File: src/rtl/mac_pkg.sv
// Shared definitions for the round-robin MAC scheduler: FSM encoding and
// default widths of the MAC interface.
package mac_pkg;

    localparam int DATA_W_DEF  = 8;
    localparam int LEN_W_DEF   = 8;
    localparam int RES_W_DEF   = 22;
    localparam int TIMEOUT_DEF = 64;

    typedef enum logic [2:0] {
        ST_IDLE,
        ST_START,
        ST_STREAM,
        ST_STOP,
        ST_RESP
    } state_t;

endpackage

File: src/rtl/rr_arbiter.sv
// Combinational round-robin pick: first set request at or above ptr, with wrap.
module rr_arbiter #(
    parameter int NREQ  = 2,
    parameter int PTR_W = 1
) (
    input  logic [NREQ-1:0]  req,
    input  logic [PTR_W-1:0] ptr,
    output logic [NREQ-1:0]  gnt_onehot,
    output logic [PTR_W-1:0] gnt_idx,
    output logic             gnt_valid
);

    logic [2*NREQ-1:0] dbl;
    logic [NREQ-1:0]   rot;
    logic [NREQ-1:0]   hit;
    logic [NREQ:0]     lower_any;
    logic [PTR_W-1:0]  idx_g   [NREQ];
    logic [PTR_W-1:0]  idx_acc [NREQ+1];

    // Rotating the request vector puts the pointer's requester at bit 0.
    assign dbl          = {req, req} >> ptr;
    assign rot          = dbl[NREQ-1:0];
    assign lower_any[0] = 1'b0;
    assign idx_acc[0]   = '0;

    generate
        for (genvar gi = 0; gi < NREQ; gi++) begin : g_pick
            logic [PTR_W:0] sum;
            assign sum             = {1'b0, ptr} + (PTR_W+1)'(gi);
            assign idx_g[gi]       = (sum >= (PTR_W+1)'(NREQ)) ?
                                     PTR_W'(sum - (PTR_W+1)'(NREQ)) : sum[PTR_W-1:0];
            assign hit[gi]         = rot[gi] & ~lower_any[gi];
            assign lower_any[gi+1] = lower_any[gi] | rot[gi];
            assign idx_acc[gi+1]   = idx_acc[gi] | (hit[gi] ? idx_g[gi] : '0);
        end
    endgenerate

    assign gnt_valid = |req;
    assign gnt_idx   = idx_acc[NREQ];

    generate
        for (genvar gi = 0; gi < NREQ; gi++) begin : g_onehot
            assign gnt_onehot[gi] = gnt_valid && (gnt_idx == PTR_W'(gi));
        end
    endgenerate

endmodule

File: src/rtl/mac_rr_scheduler.sv
// Shares one MAC engine between NREQ requesters: round-robin grant, then
// go / operand streaming / stop, and returns the final result to the owner.
module mac_rr_scheduler
    import mac_pkg::*;
#(
    parameter int NREQ    = 2,
    parameter int LEN_W   = LEN_W_DEF,
    parameter int DATA_W  = DATA_W_DEF,
    parameter int RES_W   = RES_W_DEF,
    parameter int TIMEOUT = TIMEOUT_DEF
) (
    input  logic                   clk,
    input  logic                   reset,
    input  logic [NREQ-1:0]        req,
    input  logic [NREQ*LEN_W-1:0]  req_len,
    input  logic [NREQ-1:0]        op_valid,
    input  logic [NREQ*DATA_W-1:0] op_a,
    input  logic [NREQ*DATA_W-1:0] op_b,
    output logic [NREQ-1:0]        op_ready,
    output logic [NREQ-1:0]        grant,
    output logic [NREQ-1:0]        resp_valid,
    output logic [RES_W-1:0]       resp_result,
    output logic                   resp_err,
    output logic                   mac_go,
    output logic                   mac_stop,
    output logic [DATA_W-1:0]      mac_a,
    output logic [DATA_W-1:0]      mac_b,
    input  logic                   mac_idle,
    input  logic                   mac_done,
    input  logic [RES_W-1:0]       mac_result
);

    localparam int PTR_W = (NREQ > 1) ? $clog2(NREQ) : 1;
    localparam int TO_W  = (TIMEOUT > 1) ? $clog2(TIMEOUT) : 1;
    localparam logic [TO_W-1:0] TO_LAST = TO_W'(TIMEOUT - 1);

    logic [DATA_W-1:0] a_arr   [NREQ];
    logic [DATA_W-1:0] b_arr   [NREQ];
    logic [LEN_W-1:0]  len_arr [NREQ];

    generate
        for (genvar gi = 0; gi < NREQ; gi++) begin : g_unpack
            assign a_arr[gi]   = op_a[gi*DATA_W +: DATA_W];
            assign b_arr[gi]   = op_b[gi*DATA_W +: DATA_W];
            assign len_arr[gi] = req_len[gi*LEN_W +: LEN_W];
        end
    endgenerate

    state_t            state_reg;
    logic [PTR_W-1:0]  ptr_reg;
    logic [PTR_W-1:0]  owner_reg;
    logic [LEN_W-1:0]  len_reg;
    logic [LEN_W-1:0]  beat_reg;
    logic [TO_W-1:0]   to_cnt_reg;
    logic [NREQ-1:0]   grant_reg;
    logic [NREQ-1:0]   resp_valid_reg;
    logic [RES_W-1:0]  resp_result_reg;
    logic              resp_err_reg;
    logic              mac_go_reg;
    logic              mac_stop_reg;

    logic [NREQ-1:0]   arb_onehot;
    logic [PTR_W-1:0]  arb_idx;
    logic              arb_valid;
    logic              in_stream;
    logic              accept;
    logic [PTR_W-1:0]  ptr_next;

    rr_arbiter #(
        .NREQ  (NREQ),
        .PTR_W (PTR_W)
    ) u_arb (
        .req        (req),
        .ptr        (ptr_reg),
        .gnt_onehot (arb_onehot),
        .gnt_idx    (arb_idx),
        .gnt_valid  (arb_valid)
    );

    // Bubbles feed zeros so the MAC accumulates nothing on idle beats.
    assign in_stream = (state_reg == ST_STREAM);
    assign accept    = in_stream && op_valid[owner_reg];
    assign op_ready  = in_stream ? grant_reg : '0;
    assign mac_a     = accept ? a_arr[owner_reg] : '0;
    assign mac_b     = accept ? b_arr[owner_reg] : '0;
    assign ptr_next  = (owner_reg == PTR_W'(NREQ - 1)) ? '0 : owner_reg + PTR_W'(1);

    assign grant       = grant_reg;
    assign resp_valid  = resp_valid_reg;
    assign resp_result = resp_result_reg;
    assign resp_err    = resp_err_reg;
    assign mac_go      = mac_go_reg;
    assign mac_stop    = mac_stop_reg;

    always_ff @(posedge clk) begin
        if (reset) begin
            state_reg       <= ST_IDLE;
            ptr_reg         <= '0;
            owner_reg       <= '0;
            len_reg         <= '0;
            beat_reg        <= '0;
            to_cnt_reg      <= '0;
            grant_reg       <= '0;
            resp_valid_reg  <= '0;
            resp_result_reg <= '0;
            resp_err_reg    <= 1'b0;
            mac_go_reg      <= 1'b0;
            mac_stop_reg    <= 1'b0;
        end else begin
            mac_go_reg     <= 1'b0;
            resp_valid_reg <= '0;
            case (state_reg)
                ST_IDLE: begin
                    if (mac_idle && arb_valid) begin
                        owner_reg <= arb_idx;
                        len_reg   <= len_arr[arb_idx];
                        grant_reg <= arb_onehot;
                        beat_reg  <= '0;
                        if (len_arr[arb_idx] != '0) begin
                            state_reg  <= ST_START;
                            mac_go_reg <= 1'b1;
                        end else begin
                            state_reg       <= ST_RESP;
                            resp_valid_reg  <= arb_onehot;
                            resp_result_reg <= '0;
                            resp_err_reg    <= 1'b0;
                        end
                    end
                end
                ST_START: begin
                    beat_reg  <= '0;
                    state_reg <= ST_STREAM;
                end
                ST_STREAM: begin
                    if (accept) begin
                        if (beat_reg == len_reg - LEN_W'(1)) begin
                            state_reg    <= ST_STOP;
                            mac_stop_reg <= 1'b1;
                            to_cnt_reg   <= '0;
                        end else begin
                            beat_reg <= beat_reg + LEN_W'(1);
                        end
                    end
                end
                ST_STOP: begin
                    if (mac_done) begin
                        state_reg       <= ST_RESP;
                        mac_stop_reg    <= 1'b0;
                        resp_valid_reg  <= grant_reg;
                        resp_result_reg <= mac_result;
                        resp_err_reg    <= 1'b0;
                    end else if (to_cnt_reg == TO_LAST) begin
                        state_reg       <= ST_RESP;
                        mac_stop_reg    <= 1'b0;
                        resp_valid_reg  <= grant_reg;
                        resp_result_reg <= '0;
                        resp_err_reg    <= 1'b1;
                    end else begin
                        to_cnt_reg <= to_cnt_reg + TO_W'(1);
                    end
                end
                ST_RESP: begin
                    grant_reg <= '0;
                    ptr_reg   <= ptr_next;
                    state_reg <= ST_IDLE;
                end
                default: state_reg <= ST_IDLE;
            endcase
        end
    end

endmodule
File: config.mk
export PLATFORM = sky130hd
export DESIGN_NAME = mac_rr_scheduler
export DESIGN_NICKNAME = d
export VERILOG_FILES = /design/src/rtl/mac_pkg.sv /design/src/rtl/rr_arbiter.sv /design/src/rtl/mac_rr_scheduler.sv
export SDC_FILE = /design/constraint.sdc
export NUM_CORES = 1
export LEC_CHECK = 0
export BUFFER_PORTS_ARGS = -buffer_cell sky130_fd_sc_hd__buf_4
export CAP_MARGIN = 10
export CORE_AREA = 2 2 78 87
export DETAILED_ROUTE_END_ITERATION = 10
export DIE_AREA = 0 0 80 89
export GPL_TIMING_DRIVEN = 0
export PLACE_DENSITY_LB_ADDON = 0.3
export SYNTH_ARGS = -nofsm -noshare
export SYNTH_HDL_FRONTEND = slang
export SYNTH_SLANG_ARGS = --single-unit
File: constraint.sdc
create_clock -name clk -period 2.7 [get_ports clk]
set_clock_uncertainty 0.15 [all_clocks]
set_input_delay 0.405 -clock clk [delete_from_list [all_inputs] [get_ports clk]]
set_output_delay 0.405 -clock clk [all_outputs]
set_load 0.05 [all_outputs]
* Word-level counts from Yosys, hierarchy flattened
Cells that the tools add are included.
Cells by class: add/sub/neg operators 7, multipliers 0, div/mod/pow operators 0, $lt $le $gt $ge 5, eq/ne operators 14, shifts and indexed selects 1, multiplexer cells 58, bitwise logic cells 8, reductions and logical operators 19
Operators by type and width (number):
- two-way mux 8 bit | 14
- two-way mux 22 bit | 4
- case mux 22 bit (2 select lines) | 1
- two-way mux 6 bit | 4
- case mux 8 bit (3 select lines) | 1
- two-way mux 3 bit | 6
- two-way mux 1 bit | 16
- AND reduction 4 bit | 4
- two-way mux 2 bit | 6
- case mux 3 bit (4 select lines) | 1
- case mux 6 bit (2 select lines) | 1
- inequality test 2 bit (second input constant) | 5
- adder 8 x 1 -> 8 bit (second input constant) | 1
- == test 8 bit | 1
- case mux 2 bit (2 select lines) | 2
- nonzero test 8 bit | 1
- subtractor 8 x 1 -> 8 bit (second input constant) | 1
- adder 6 x 1 -> 6 bit (second input constant) | 1
- == test 3 x 2 -> 1 bit (second input constant) | 2
- == test 6 bit (second input constant) | 1
- >= comparator 2 bit (second input constant) | 3
- nonzero test 2 bit | 3
- AND reduction 5 bit | 1
- logical AND 1 bit | 4
- other kinds (20) | 28
Word-level totals: bits in registers 56, latch bits 0, memory bits (writable) 0, memory bits (read-only) 0, input port bits 78, memories kept 0

* Depth between registers and ports, before layout
Gate-level depths: netlist of the first run.
word-level depth 13, depth in mapped cells 9, mapped depth without buffers 8

* Cells and area by module
A second synthesis of the first run with hierarchy kept.
Second synthesis, totals: cells, all modules 352, area total of the unflattened synthesis 2967.8 um^2
Modules (own cells, without submodules):
- mac_rr_scheduler | times used 1, cells each 347, area an instance 2935.3 um^2
- rr_arbiter | times used 1, cells each 5, area an instance 32.5 um^2

* Least setup slack after synthesis of the first run
No wires, ideal clock.
kind register -> output, start register owner_reg, end output port mac_a[5], data arrival time 1.690 ns, required time 2.145 ns, slack 0.455 ns, cell stages (with the launch flop) 5, buffers on the path 2, cells stage by stage dfxtp_1 -> buf_6 -> buf_1 -> mux2i_1 -> nor2_1
On the way: word-level cells in the longest chain between the ends 5
RTL lines:
- start, declared | line mac_rr_scheduler.sv:51 | logic [PTR_W-1:0] owner_reg;
- start signal, assigned | line mac_rr_scheduler.sv:115 | owner_reg <= arb_idx;
- NOT 1 -> 2 bit (not written as such) | line mac_rr_scheduler.sv:84 | assign mac_a = accept ? a_arr[owner_reg] : '0;
- two-way mux 8 bit (not written as such) (3 in series) | line mac_rr_scheduler.sv:84
- two-way mux 8 bit * | line mac_rr_scheduler.sv:84
- end, declared | line mac_rr_scheduler.sv:26 | output logic [DATA_W-1:0] mac_a,
Mark *: on every way between the ends. The rest lies on a longest branch, timed or not. The select of a mux whose other input is x is not followed.

* Worst setup path after layout of the first run
start register owner_reg, end output port mac_b[4]
On the way: word-level cells in the longest chain between the ends 5
RTL lines:
- NOT 1 -> 2 bit (not written as such) | line mac_rr_scheduler.sv:85 | assign mac_b = accept ? b_arr[owner_reg] : '0;
- two-way mux 8 bit (not written as such) (3 in series) | line mac_rr_scheduler.sv:85
- two-way mux 8 bit * | line mac_rr_scheduler.sv:85
- end, declared | line mac_rr_scheduler.sv:27 | output logic [DATA_W-1:0] mac_b,
Marked as above.

==> run metrics, run 1 <==
run status finished, final reports clean; total power 1.82 mW; Pint approximately 1.2 mW; Worst Hold Depth 3; fin crit share between 90% and 100%; Die Y between 80 and 90 um; routed wl met3 476 um; worst r2r dst beat_reg[1]; hold crit path type in -> reg; Slew @ Worst Pin 0.674 ns; slowest stage delay, CP roughly 0.36 ns; DRC 0; CP required between 2 and 2.5 ns; peak supply drop between 0.3 and 0.4 mV; # port buffers about 120; MaxCap Viol Count 0; R2R setup slack 0.23 ns; Switch Pwr roughly 0.57 mW; Cell Count Post-Placement 533; asr flop ratio synth 0%; row count 30; CP arrival 1.97 ns; fin nets 541; Worst setup SP type register; Worst Hold End resp_result[5]; number of synthesized register bits 56; # diodes 0; Mapped Cells 330; min Tclk post-route roughly 2.5 ns; average cell area after synthesis 8.83 um2; Non-Filler Instances 541; Final Max Tran Viols 0; critical path peak fanout 10; syn_nets 411; Cell Area, Synth between 2000 and 3000 um2; WL met2 around 3800 um; Finished Core Util around 66%; RSZ-0062 raised after global routing no; I/O pins between 100 and 150; Die X around 80 um; gr ovfl total 0; clock buffer depth 2; vias a little under 3000; die area 7120 um2; Crit-path slowest cell clkbuf_1; Initial Util a little under half; Routability Congestion about 0.84; f_max approximately 400 MHz; Seq pwr share 48.7%; largest net degree at the start of global routing 19; standby leakage power between 1.5 and 2 nW; CORE AREA between 6000 and 7000 um2; CP Cell Sequence buf_6 -> mux2_4 -> nand3_4 -> clkbuf_1 -> nor2_1 -> buf_4; Setup Fix Bufs, Post-CTS 0; share of layout cells above drive strength 1 34.5%; clock network fraction of design power 26.2%; clk_lat worst skew around 0.31 ns; CTS tree built; switching share of power between 30% and 40%; WL met1 around 3300 um; first-pass GRT wire length between 10000 and 15000 um; Worst-path clk slew 0.11 ns; initial antenna violation count 0; Yosys cell types 55; crit-path leading delay family buffers and inverters; Yosys warnings 0; clock root cell clkbuf_8; vias per cell around 5.4; WL/cell 14.3 um; Power Density approximately 450 nW/um2; H-tree depth 2; Final Cell Area 4030 um2; combinational fraction of design power ~25%; Final Hold Viols 0; Post-synth EDFFs 0; total wire length ~7700 um; Final TNS setup 0 ns; DRT Pass-1 Iters 4; Max-slew headroom between 50 and 60%; Largest register FFs 22; final antenna-violating net count 0; R2R cell count 9; total CTS buffers 5; highest routed metal layer met4; Hold-fix buffers, CTS 0; top_reg_cell synth dfxtp_1; vias in the first global route ~2800; DP Area around 3900 um2; Clock Sinks 56; Worst Setup End Kind primary output; synth-to-layout area growth 38.5%; # setup viols final 0; reg-to-reg startpoint len_reg[0]; Worst Setup Path Type reg -> out; GRT Total Usage 22.2%; WP buf/inv 3; hold path start mac_result[5]; register area share after synthesis between 30% and 40%; detailed placement HPWL just over 6000 um; initial DRC count 124
==> metal layers <==
metal,up-vias,global-route usage [%]
met4,0,5.55
met3,10,5.05
met5,-,0
met2,105,39.4
li1,1452,-
met1,1342,27.2
==> worst max path at each step <==
| stage | from | end | depth (start not counted) |
|---|---|---|---|
| finish | owner_reg | mac_b[4] | 6 |
| global route | owner_reg | mac_b[4] | 6 |
| CTS | owner_reg | mac_b[4] | 6 |
| detailed placement | len_reg[0] | to_cnt_reg[5] | 9 |
| global placement | len_reg[0] | to_cnt_reg[3] | 9 |
| floorplan | owner_reg | mac_a[5] | 4 |
==> power groups by stage <==
stage / registers [mW] / clock network (mW) / logic, mW
2_1_floorplan: 0.916 / 0 / 0.273
3_3_place_gp: 0.903 / 0 / 0.440
3_5_place_dp: 0.904 / 0 / 0.451
4_1_cts: 0.885 / 0.485 / 0.454
5_1_grt: 0.891 / 0.511 / 0.494
6_report: 0.886 / 0.476 / 0.456
==> worst register-to-register path, delay by kind of cell (launching register included) <==
kind	cells	cell delay (ns)
AOI/OAI and AO/OA	4	0.85
adders and majority gates	1	0.27
buffers and inverters	2	0.28
DFF	1	0.42
and+or+nand+nor	2	0.40
==> synthesized netlist by cell type (2+ instances only) <==
cell type  instances  area, um2
inv_1              7       26.3
clkbuf_1           7       26.3
or3_1              3       18.8
and2_1             2       12.5
a211oi_1           8       60.1
mux2i_1           25        250
nand3_1            7       35.0
and4_1             3       26.3
o21ai_1            2       10.0
buf_2              5       25.0
a22oi_1           24        180
buf_6              4       45.0
xnor2_1            4       35.0
nor2b_1            2       12.5
a32oi_1            2       17.5
nor2_1            71        267
o31ai_1            6       45.0
dfxtp_1           56       1120
nor3_1             4       20.0
o21ai_2            2       17.5
buf_4              2       15.0
o21ai_0            4       20.0
and3_1             3       18.8
or4_1              6       45.0
a21oi_1           13       65.1
nor4_1             7       43.8
xor2_1            10       87.6
nand2_1            8       30.0
nor3b_1            2       15.0
ha_1               3       37.5
o21a_1             4       30.0
==> cells by family after synthesis <==
kind of cell               share of synthesized area [%]
AOI/OAI and AO/OA                                   18.4
xor gates and xnor gates                            4.77
adders and majority gates                           1.29
buffers and inverters                               5.33
DFF                                                 38.5
muxes                                               9.11
and+or+nand+nor                                     22.6
==> final cells by class <==
class                      instances  area [um2]
inverter                           7        26.3
clock buffer                       5        68.8
multi-input combinational        247        1640
buffer                            20         129
clock inverter                     3        22.5
fill                             538        2120
timing repair buffer             123         923
sequential                        56        1120
tap                               80         100
==> repair_timing <==
action | CTS | global route
gates resized for setup | 0 | 1
endpoints found under the hold margin | 0 | 0
endpoints found under the setup margin | 0 | 6
==> per-stage QoR <==
step | hold WS [ns] | worst slack, ns
6_report | 0.168 | 0.176
5_1_grt | 0.173 | 0.0732
4_1_cts | 0.163 | 0.157
3_5_place_dp | 0.329 | 0.214
3_3_place_gp | 0.316 | 0.263
2_1_floorplan | 0.303 | 0.455
==> layout by cell type (no fill, tap or decap), types with 5 or more instances in the layout <==
| cell type | Yosys | layout |
|---|---|---|
| clkbuf_1 | 7 | 7 |
| dfxtp_1 | 56 | 56 |
| a22oi_1 | 24 | 24 |
| buf_4 | 2 | 125 |
| a211oi_1 | 8 | 8 |
| inv_1 | 7 | 7 |
| o31ai_1 | 6 | 6 |
| mux2i_1 | 25 | 25 |
| buf_2 | 5 | 5 |
| clkbuf_8 | 1 | 6 |
| nand3_1 | 7 | 7 |
| xor2_1 | 10 | 10 |
| nor2_1 | 71 | 71 |
| nor4_1 | 7 | 6 |
| nand2_1 | 8 | 8 |
| a21oi_1 | 13 | 13 |
| or4_1 | 6 | 6 |
Power figures use the tool's default switching activity.
==> run 2, diff against run 1 <==
--- a/config.mk
+++ b/config.mk
@@ -10,7 +10,6 @@
 export CORE_AREA = 2 2 78 87
 export DETAILED_ROUTE_END_ITERATION = 10
 export DIE_AREA = 0 0 80 89
-export GPL_TIMING_DRIVEN = 0
 export PLACE_DENSITY_LB_ADDON = 0.3
 export SYNTH_ARGS = -nofsm -noshare
 export SYNTH_HDL_FRONTEND = slang
==> run 2 against run 1 <==
Net effect:
- routed wire length fell by 2.0%
- maximum frequency up 5.5%
- via count shrank 1.5%
- register-to-register slack better by 0.08 ns
- largest power group unchanged
==> run metrics, run 2 (same netlist as run 1, synthesis figures left out) <==
Worst setup SP type register; # diodes 0 (unchanged); Worst Setup End Kind register; Cell Count Post-Placement 517 (-3.0%); PostCTS Resize Cnt 0 (unchanged); DRC 0 (unchanged); H-tree depth 2 (unchanged); synth-to-layout area growth 35.9%; critical path peak fanout 23 (+13); RSZ-0062 raised after global routing no; Final TNS setup 0 ns (unchanged); Largest register FFs 22 (unchanged); combinational fraction of design power 22.5% (-2.6 points); Finished Core Util 64.3% (-1.2 points); CP required 2.80 ns (+0.66 ns); standby leakage power 1.72 nW (-1.9%); Non-Filler Instances 525 (-3.0%); CORE AREA 6160 um2 (unchanged); run status finished, final reports clean; Clock Sinks 56 (unchanged); met3 Track Usage GR 5.66% (+0.61 points); Max-slew headroom 38.3% (-17 points); row count 30 (unchanged); initial antenna violation count 0 (unchanged); Die Y 89 um (unchanged); I/O pins 125 (unchanged); Die X 80 um (unchanged); total CTS buffers 5 (unchanged); clk_lat worst skew 0.31 ns (about the same); clock buffer depth 2 (unchanged); peak supply drop 0.334 mV (-1.6%); # setup viols final 0 (unchanged); first-pass GRT wire length 12800 um (about the same); hold crit path type in -> reg; GRT busiest layer met2; most common cell after layout, fill and taps aside buf_4; MaxCap Viol Count 0 (unchanged); clock network fraction of design power 30.6% (+4.4 points); met1 Use GR 26.9% (-0.35 points); Setup Fix Bufs, Post-CTS 0 (unchanged); share of layout cells above drive strength 1 33.7% (-0.78 points); Hold-fix buffers, CTS 0 (unchanged); total wire length 7580 um (-2.0%); met2 Usage GRT 39.2% (-0.23 points); total power 1.90 mW (+4.7%); Final Max Tran Viols 0 (unchanged); Switch Pwr 0.551 mW (-3.2%); die area 7120 um2 (unchanged); Worst Setup Path Type reg -> reg; Slew @ Worst Pin 0.925 ns (+0.251 ns); min Tclk post-route 2.39 ns (-0.132 ns); largest net degree at the start of global routing 44 (+25); final hold slack 0.167 ns (-0.000743 ns); CTS tree built; CP arrival 2.49 ns (+0.52 ns); vias in the first global route 2821 (-0.32%); clock root cell clkbuf_8; Worst-path clk slew 0.10 ns (about the same); # port buffers 124 (+0.81%); Seq pwr share 46.9% (-1.8 points); fin crit share 88.6% (-4.9 points); fin nets 525 (-3.0%); Final Cell Area 3960 um2 (-1.9%); final antenna-violating net count 0 (unchanged); final worst slack 0.308 ns (+0.132 ns); vias per cell 5.46 (+1.5%); gr ovfl total 0 (unchanged); Final Hold Viols 0 (unchanged); Pint 1.35 mW (+8.3%); detailed placement HPWL 5690 um (-5.7%); Routability Congestion 0.825 (-2.3%); f_max 418 MHz (+5.5%); Power Density 481 nW/um2 (+6.6%); DP Area 3840 um2 (-2.5%); switching share of power 29.0% (-2.4 points); DRT Pass-1 Iters 5 (+1); Initial Util 47.3% (unchanged); vias 2865 (-1.5%); pre-CTS setup slack 0.303 ns (+0.0894 ns); WL/cell 14.4 um (+1.0%); initial DRC count 213 (+72%); GRT Total Usage 22.0% (-0.14 points); highest-count cells in the layout ignoring fill and taps buf_4 (127), nor2_1 (71), dfxtp_1 (56), mux2i_1 (25), a22oi_1 (24)
==> run 2: cell count changes in the layout (fill, tap and decap cells not counted) <==
| cell | delta |
|---|---|
| buf_1 | -1 |
| buf_2 | -5 |
| buf_4 | +2 |
| buf_6 | -4 |
| bufinv_16 | +1 |
| clkbuf_1 | -7 |
| clkinv_2 | -1 |
| inv_6 | -1 |
| nor4_1 | +1 |
| nor4_2 | -1 |
==> run 2: cell type report <==
cell class                 count  area (um2)
clock buffer                   6        82.6
clock inverter                 2        38.8
fill                         544        2200
inverter                       7        26.3
multi-input combinational    247        1640
sequential                    56        1120
tap                           80         100
timing repair buffer         127         953
==> run 2: worst max-delay path, cell delays in order, from the launching register on <==
cell and delay (ns):
dfxtp_1 0.35, ha_1 0.24, and3_1 0.25, a211oi_4 0.48, nor3_1 0.12, o21ai_2 0.38, a22oi_1 0.22, nor2_1 0.14
==> run 2: power groups by stage <==
stage / Sequential [mW] / Clock [mW] / Combinational (mW)
2_1_floorplan: 0.916 / 0 / 0.273
3_3_place_gp: 0.910 / 0 / 0.416
3_5_place_dp: 0.910 / 0 / 0.427
4_1_cts: 0.891 / 0.597 / 0.429
5_1_grt: 0.897 / 0.632 / 0.471
6_report: 0.892 / 0.582 / 0.429
==> run 2: final timing paths <==
kind	from	to	slack, ns	cells past startpoint
min	mac_result[12]	resp_result[12]	0.17	3
max reg2reg	to_cnt_reg[0]	resp_result[6]	0.31	7
min reg2reg	to_cnt_reg[5]	to_cnt_reg[5]	0.35	2
max	to_cnt_reg[0]	resp_result[6]	0.31	7
==> run 2: routing by layer <==
layer	vias to the layer above	share of wire, %
met5	-	0
met4	0	0.96
met3	8	6.4
met2	84	51
met1	1358	41
li1	1415	-
